**config.mk**
```make
export PLATFORM = sky130hd
export DESIGN_NAME = oclib_memory_bist_addr_gen
export DESIGN_NICKNAME = d
export VERILOG_FILES = /design/src/rtl/oclib_memory_bist_pkg.sv /design/src/rtl/oclib_memory_bist_lfsr.sv /design/src/rtl/oclib_memory_bist_addr_gen.sv
export SDC_FILE = /design/constraint.sdc
export NUM_CORES = 1
export LEC_CHECK = 0
export ABC_AREA = 1
export BUFFER_PORTS_ARGS = -buffer_cell sky130_fd_sc_hd__buf_4
export CORE_ASPECT_RATIO = 0.75
export CORE_MARGIN = 2
export CORE_UTILIZATION = 58
export CTS_BUF_LIST = sky130_fd_sc_hd__clkbuf_16
export DETAILED_ROUTE_END_ITERATION = 8
export PLACE_DENSITY = 0.91
export SYNTH_ARGS = -nofsm -noshare
export SYNTH_HDL_FRONTEND = slang
export SYNTH_SLANG_ARGS = --single-unit
```
**constraint.sdc**
```tcl
create_clock -name clock -period 5.4 [get_ports clock]
set_clock_uncertainty 0.1 [all_clocks]
set_input_delay 1.08 -clock clock [delete_from_list [all_inputs] [get_ports clock]]
set_output_delay 1.08 -clock clock [all_outputs]
set_load 0.01 [all_outputs]
```
**src/rtl/oclib_memory_bist_pkg.sv**
```systemverilog
// Shared types and LFSR helpers for the memory BIST engine.
package oclib_memory_bist_pkg;

    typedef enum logic [1:0] {
        ST_IDLE = 2'd0,
        ST_RUN  = 2'd1,
        ST_WAIT = 2'd2,
        ST_DONE = 2'd3
    } state_t;

    localparam int unsigned LfsrWidth = 32;
    localparam logic [LfsrWidth-1:0] LfsrPoly = 32'h8020_0003;

    // One right-shifting Galois step: taps are folded in when the bit shifted out is 1.
    function automatic logic [LfsrWidth-1:0] lfsr_step(input logic [LfsrWidth-1:0] s);
        return (s >> 1) ^ (s[0] ? LfsrPoly : '0);
    endfunction

endpackage

```
**src/rtl/oclib_memory_bist_lfsr.sv**
```systemverilog
// 32-bit Galois LFSR with seed load and single-step advance.
module oclib_memory_bist_lfsr
    import oclib_memory_bist_pkg::*;
(
    input  logic                 clock,
    input  logic                 resetn,
    input  logic                 load,
    input  logic [LfsrWidth-1:0] seed,
    input  logic                 step,
    output logic [LfsrWidth-1:0] next_value_c
);

    logic [LfsrWidth-1:0] value;

    // An all-zero state would lock up, so a zero seed loads 1 instead.
    always_comb begin
        next_value_c = value;
        if (load) begin
            next_value_c = (seed == '0) ? LfsrWidth'(1) : seed;
        end else if (step) begin
            next_value_c = lfsr_step(value);
        end
    end

    always_ff @(posedge clock or negedge resetn) begin
        if (!resetn) begin
            value <= LfsrWidth'(1);
        end else begin
            value <= next_value_c;
        end
    end

endmodule

```
**src/rtl/oclib_memory_bist_addr_gen.sv**
```systemverilog
// Per-port BIST burst address generator feeding one AXI read or write address channel.
module oclib_memory_bist_addr_gen
    import oclib_memory_bist_pkg::*;
#(
    parameter int unsigned AddressWidth = 34,
    parameter int unsigned PortWidth    = 5,
    parameter int unsigned CountWidth   = 32,
    parameter int unsigned WaitWidth    = 8,
    parameter int unsigned LenWidth     = 4
) (
    input  logic                    clock,
    input  logic                    resetn,
    input  logic                    go,
    input  logic [PortWidth-1:0]    port_index,
    input  logic [AddressWidth-1:0] address,
    input  logic [AddressWidth-1:0] address_inc,
    input  logic [AddressWidth-1:0] address_inc_mask,
    input  logic [AddressWidth-1:0] address_random_mask,
    input  logic [5:0]              address_port_shift,
    input  logic [PortWidth-1:0]    address_port_mask,
    input  logic [CountWidth-1:0]   op_count,
    input  logic [WaitWidth-1:0]    wait_states,
    input  logic [LenWidth-1:0]     burst_length,
    input  logic [31:0]             seed,
    output logic [AddressWidth-1:0] addr,
    output logic [LenWidth-1:0]     addr_len,
    output logic                    addr_valid,
    input  logic                    addr_ready,
    output logic                    busy,
    output logic                    done,
    output logic [CountWidth-1:0]   ops_issued
);

    state_t                  state, state_nx;
    logic [AddressWidth-1:0] address_r, inc_r, inc_mask_r, random_mask_r;
    logic [5:0]              port_shift_r;
    logic [PortWidth-1:0]    port_r;
    logic [CountWidth-1:0]   op_count_r;
    logic [WaitWidth-1:0]    wait_r, wait_cnt;
    logic [AddressWidth-1:0] offset, offset_nx;
    logic [AddressWidth-1:0] base_c, rand_c, addr_nx;
    logic [LfsrWidth-1:0]    lfsr_nx;
    logic                    start, handshake, last_op, valid_nx;

    assign start     = (state == ST_IDLE) && go;
    assign handshake = addr_valid && addr_ready;
    assign last_op   = (ops_issued + CountWidth'(1)) == op_count_r;

    oclib_memory_bist_lfsr u_lfsr (
        .clock        (clock),
        .resetn       (resetn),
        .load         (start),
        .seed         (seed),
        .step         (handshake),
        .next_value_c (lfsr_nx)
    );

    always_ff @(posedge clock or negedge resetn) begin
        if (!resetn) begin
            state <= ST_IDLE;
        end else begin
            state <= state_nx;
        end
    end

    // A beat already on the bus is never withdrawn: abort in RUN waits for its handshake.
    always_comb begin
        state_nx = state;
        case (state)
            ST_IDLE: if (go) state_nx = (op_count == '0) ? ST_DONE : ST_RUN;
            ST_RUN: begin
                if (handshake) begin
                    if (!go)                  state_nx = ST_IDLE;
                    else if (last_op)         state_nx = ST_DONE;
                    else if (wait_r != '0)    state_nx = ST_WAIT;
                    else                      state_nx = ST_RUN;
                end else if (!go && !addr_valid) begin
                    state_nx = ST_IDLE;
                end
            end
            ST_WAIT: begin
                if (!go)                  state_nx = ST_IDLE;
                else if (wait_cnt == '0)  state_nx = ST_RUN;
            end
            ST_DONE: if (!go) state_nx = ST_IDLE;
            default: state_nx = ST_IDLE;
        endcase
    end

    // Address for the beat that will be presented after this edge.
    always_comb begin
        offset_nx = offset;
        if (start) begin
            offset_nx = '0;
        end else if (handshake) begin
            offset_nx = offset + inc_r;
        end
        base_c   = (address_r & ~inc_mask_r) | ((address_r + offset_nx) & inc_mask_r);
        rand_c   = (base_c & ~random_mask_r) | (AddressWidth'(lfsr_nx) & random_mask_r);
        addr_nx  = rand_c | (AddressWidth'(port_r) << port_shift_r);
        valid_nx = (state_nx == ST_RUN) && (state != ST_IDLE);
    end

    always_ff @(posedge clock or negedge resetn) begin
        if (!resetn) begin
            address_r     <= '0;
            inc_r         <= '0;
            inc_mask_r    <= '0;
            random_mask_r <= '0;
            port_shift_r  <= '0;
            port_r        <= '0;
            op_count_r    <= '0;
            wait_r        <= '0;
            wait_cnt      <= '0;
            offset        <= '0;
            addr          <= '0;
            addr_len      <= '0;
            addr_valid    <= 1'b0;
            busy          <= 1'b0;
            done          <= 1'b0;
            ops_issued    <= '0;
        end else begin
            offset <= offset_nx;
            if (start) begin
                address_r     <= address;
                inc_r         <= address_inc;
                inc_mask_r    <= address_inc_mask;
                random_mask_r <= address_random_mask;
                port_shift_r  <= address_port_shift;
                port_r        <= port_index & address_port_mask;
                op_count_r    <= op_count;
                wait_r        <= wait_states;
                addr_len      <= burst_length;
                ops_issued    <= '0;
            end else if (handshake) begin
                ops_issued <= ops_issued + CountWidth'(1);
            end
            if ((state == ST_RUN) && (state_nx == ST_WAIT)) begin
                wait_cnt <= wait_r - WaitWidth'(1);
            end else if (wait_cnt != '0) begin
                wait_cnt <= wait_cnt - WaitWidth'(1);
            end
            addr_valid <= valid_nx;
            if (valid_nx) begin
                addr <= addr_nx;
            end
            busy <= (state == ST_RUN) || (state == ST_WAIT);
            done <= (state == ST_DONE);
        end
    end

endmodule

```
==> flow_summary.yaml <==
clock_tree:
  h-tree-depth: 2
  cts_sinks: 336
  cts-root-buf: "clkbuf_16"
  clockBufferDepth: 3
  cts_buffers: 35
  clock_latency_ns: 0.54
  cts.clk_slew.worst_paths_ns: 0.06
  tritoncts: "yes"
grt:
  grt_max_degree: 117
  globalRouteOverflowTotal: 0
  grt_pass1_vias: 19100
  grt_use_total_pct: 38.7
  grt_pass1_wl_um: 105000
  antenna_found_initial: 0
critical_path:
  arrival_ns: 5.58
  crit_start: "offset[2]$_DFF_PN0_"
  cp-end-kind: "flip-flop"
  timing_worst_setup_path_type: "reg -> reg"
  crit_buf_inv: 4
  crit_family: "compound AO/OA/AOI/OAI gates"
  crit_slowest_cell: "o21ai_0"
  crit_path_start_kind: "flip-flop"
  crit_fanout: 4
  crit_path_max_incr_delay_ns: 0.46
  cpMostUsedCell: "nand2_1"
  r2r-start: "offset[2]$_DFF_PN0_"
  cp.required_ns: 5.75
synth:
  ys.flop_type: "dfrtp_1"
  syn_nets: 2912
  synth_mux_area_share_pct: 0
  synth_warnings: 0
  synth_top_family_by_area: "simple AND/OR/NAND/NOR gates"
  async_flop_share_pct: 100
  yosys.area_share.xor_xnor_pct: 2.43
  ys_seq_elements: 336
  synth_edf_count: 0
  yosysSeqAreaShare_pct: 43.5
  syn-cell-area_sq_mm: 0.0193
  synthSimpleGateAreaFrac_pct: 28.6
  netlist_instances: 2605
  syn_avg_cell_area_sq_um: 7.41
  ys_types: 54
  synth_fa_ha_area_share_pct: 4.94
  synth_compound_area_share_pct: 14.3
timing:
  maxSlewViolCount: 0
  final-hold-violation-count: 0
  fmax_mhz: 191
  layout_min_cycle_time_ns: 5.23
  relSlewSlack_pct: 28.2
  worstMarginPinSlew_ns: 1.07
  setup_viol: 0
  whs_ns: 0.384
  min_period_over_period_pct: 96.9
final_layout:
  final_common_cell: "nand2_1"
  diodes: 0
  nets: 3224
  fin_cells: 3386
  area_growth_pct: 21.7
  drive_above_1_share_pct: 16.0
  layout_common_cells: "920 x nand2_1, 352 x buf_4, 335 x dfrtp_1"
  fin_util_pct: 72.1
floorplanning:
  die_w_um: 215
  io-pin-count: 305
  die_area_sq_mm: 0.0348
  start_util_pct: 59.2
  fp.dieH_um: 162
  core_area_sq_mm: 0.0326
  rows: 57
drt:
  vias_per_cell: 5.92
  initialDrtViolationCount: 2532
  via_count: 20000
  drt-total-wl_um: 68100
  detail_route.first_pass.iterations: 6
  antenna_left: 0
  drc: 0
  post_drt_wl_per_cell_um: 20.1
job:
  cap_violations: 0
pwr:
  p_leak_nw: 11.9
  peakVddDrop_v: 0.000347
  p_total_mw: 13.7
  p_per_area_mw_per_mm2: 583
run_status:
  status: "finished, final reports clean"
place:
  place.gp.congestion: 0.998
  dp_hpwl_um: 51700
  io_buffer_count: 304
  dp_cells: 3321
min_path:
  holdCritPathClass: "reg -> reg"
  hold_path_startpoint: "inc_r[11]$_DFFE_PN0P_"
==> kinds of logic after synthesis <==
| logic type | after synthesis |
|---|---|
| AO/OA/AOI/OAI | 475 |
| XOR/XNOR | 52 |
| adder cells (fa/ha/maj) | 75 |
| buffers and inverters | 311 |
| flip-flops | 336 |
| AND/OR/NAND/NOR | 1356 |
==> routing by layer <==
layer | routed length [um] | GRT usage [%]
met2 | 30300 | 60.4
met1 | 28200 | 53.7
met3 | 6840 | 7.79
met4 | 2800 | 14.8
met5 | 0 | 0
==> worst min-delay path: stages (launching register included) <==
cell and delay [ns]:
dfrtp_1 0.34, nand2_1 0.06, nand2_1 0.05
==> flip-flops by register name, summed over array words and instances (netlist names), 8 cells and up <==
| register | flops |
|---|---|
| inc_r | 34 |
| offset | 34 |
| u_lfsr.value | 32 |
| wait_cnt | 8 |
| random_mask_r | 34 |
| addr | 34 |
| ops_issued | 32 |
| address_r | 34 |
| op_count_r | 32 |
| inc_mask_r | 34 |
| wait_r | 8 |
==> synth_stat cells (4+ instances only) <==
cell | instances | share of area, %
nand2_1 | 925 | 18
dfrtp_1 | 335 | 43
inv_1 | 225 | 4.4
nor2_1 | 220 | 4.3
o21ai_0 | 206 | 5.3
a21oi_1 | 124 | 3.2
nand3_1 | 113 | 2.9
ha_1 | 73 | 4.7
clkbuf_1 | 64 | 1.2
xor2_1 | 31 | 1.4
a41oi_1 | 30 | 1.4
a22oi_1 | 28 | 1.1
nor4_1 | 25 | 0.81
xnor2_1 | 20 | 0.91
o22ai_1 | 18 | 0.58
nand2_2 | 14 | 0.45
a31oi_1 | 13 | 0.42
nand3b_1 | 12 | 0.47
nand4_1 | 9 | 0.29
nor3_1 | 9 | 0.23
o21a_1 | 9 | 0.35
nor2_2 | 8 | 0.26
o21bai_1 | 8 | 0.31
buf_1 | 7 | 0.14
buf_2 | 7 | 0.18
a21boi_0 | 6 | 0.23
a21o_1 | 6 | 0.23
or2_2 | 6 | 0.19
o211ai_1 | 5 | 0.19
and2_1 | 4 | 0.13
and3_1 | 4 | 0.13
nor2_4 | 4 | 0.23
o221ai_1 | 4 | 0.18
==> per-stage QoR <==
step	area (sq um)	TNS [ns]	setup WS, ns
detailed placement	22300	0	0.0685
floorplan	19300	0	0.202
global route	23500	-0.320	-0.132
CTS	23400	0	0.0334
finish	23500	0	0.167
global placement	22300	0	0.145
==> layout make-up <==
cell class              count  area, sq um
clock buffers              35          876
clock inverters            29          277
fillers                  2528         9090
inverters                 231          875
multi-input cells        1958         9810
flip-flops and latches    336         8410
well taps                 442          553
repair buffers            355         2700
==> repair_timing <==
item	in CTS	in global routing
gates resized for setup	0	28
buffers inserted	0	1
hold buffers	0	0
setup endpoints to repair	0	12
==> path summary, 6_finish.rpt <==
| path | end | slack [ns] | cells after the start |
|---|---|---|---|
| worst max register to register | addr[25]$_DFFE_PN0P_ | 0.17 | 25 |
| worst min register to register | inc_r[11]$_DFFE_PN0P_ | 0.38 | 2 |
| min in group asynchronous | ops_issued[13]$_DFFE_PN0P_ | 0.52 | 1 |
| worst max-delay path | addr[25]$_DFFE_PN0P_ | 0.17 | 25 |
| worst min-delay path | inc_r[11]$_DFFE_PN0P_ | 0.38 | 2 |
| max in group asynchronous | inc_mask_r[33]$_DFFE_PN0P_ | 3.48 | 2 |
==> report_power, final <==
| group | leakage, nW | internal [mW] | total, mW | switching (mW) |
|---|---|---|---|---|
| combinational | 7.10 | 2.44 | 6.69 | 4.25 |
| clock | 0.592 | 1.43 | 2.50 | 1.07 |
| sequential | 4.20 | 3.61 | 4.52 | 0.908 |
| total | 11.9 | 7.47 | 13.7 | 6.23 |
Power figures use the tool's default switching activity.
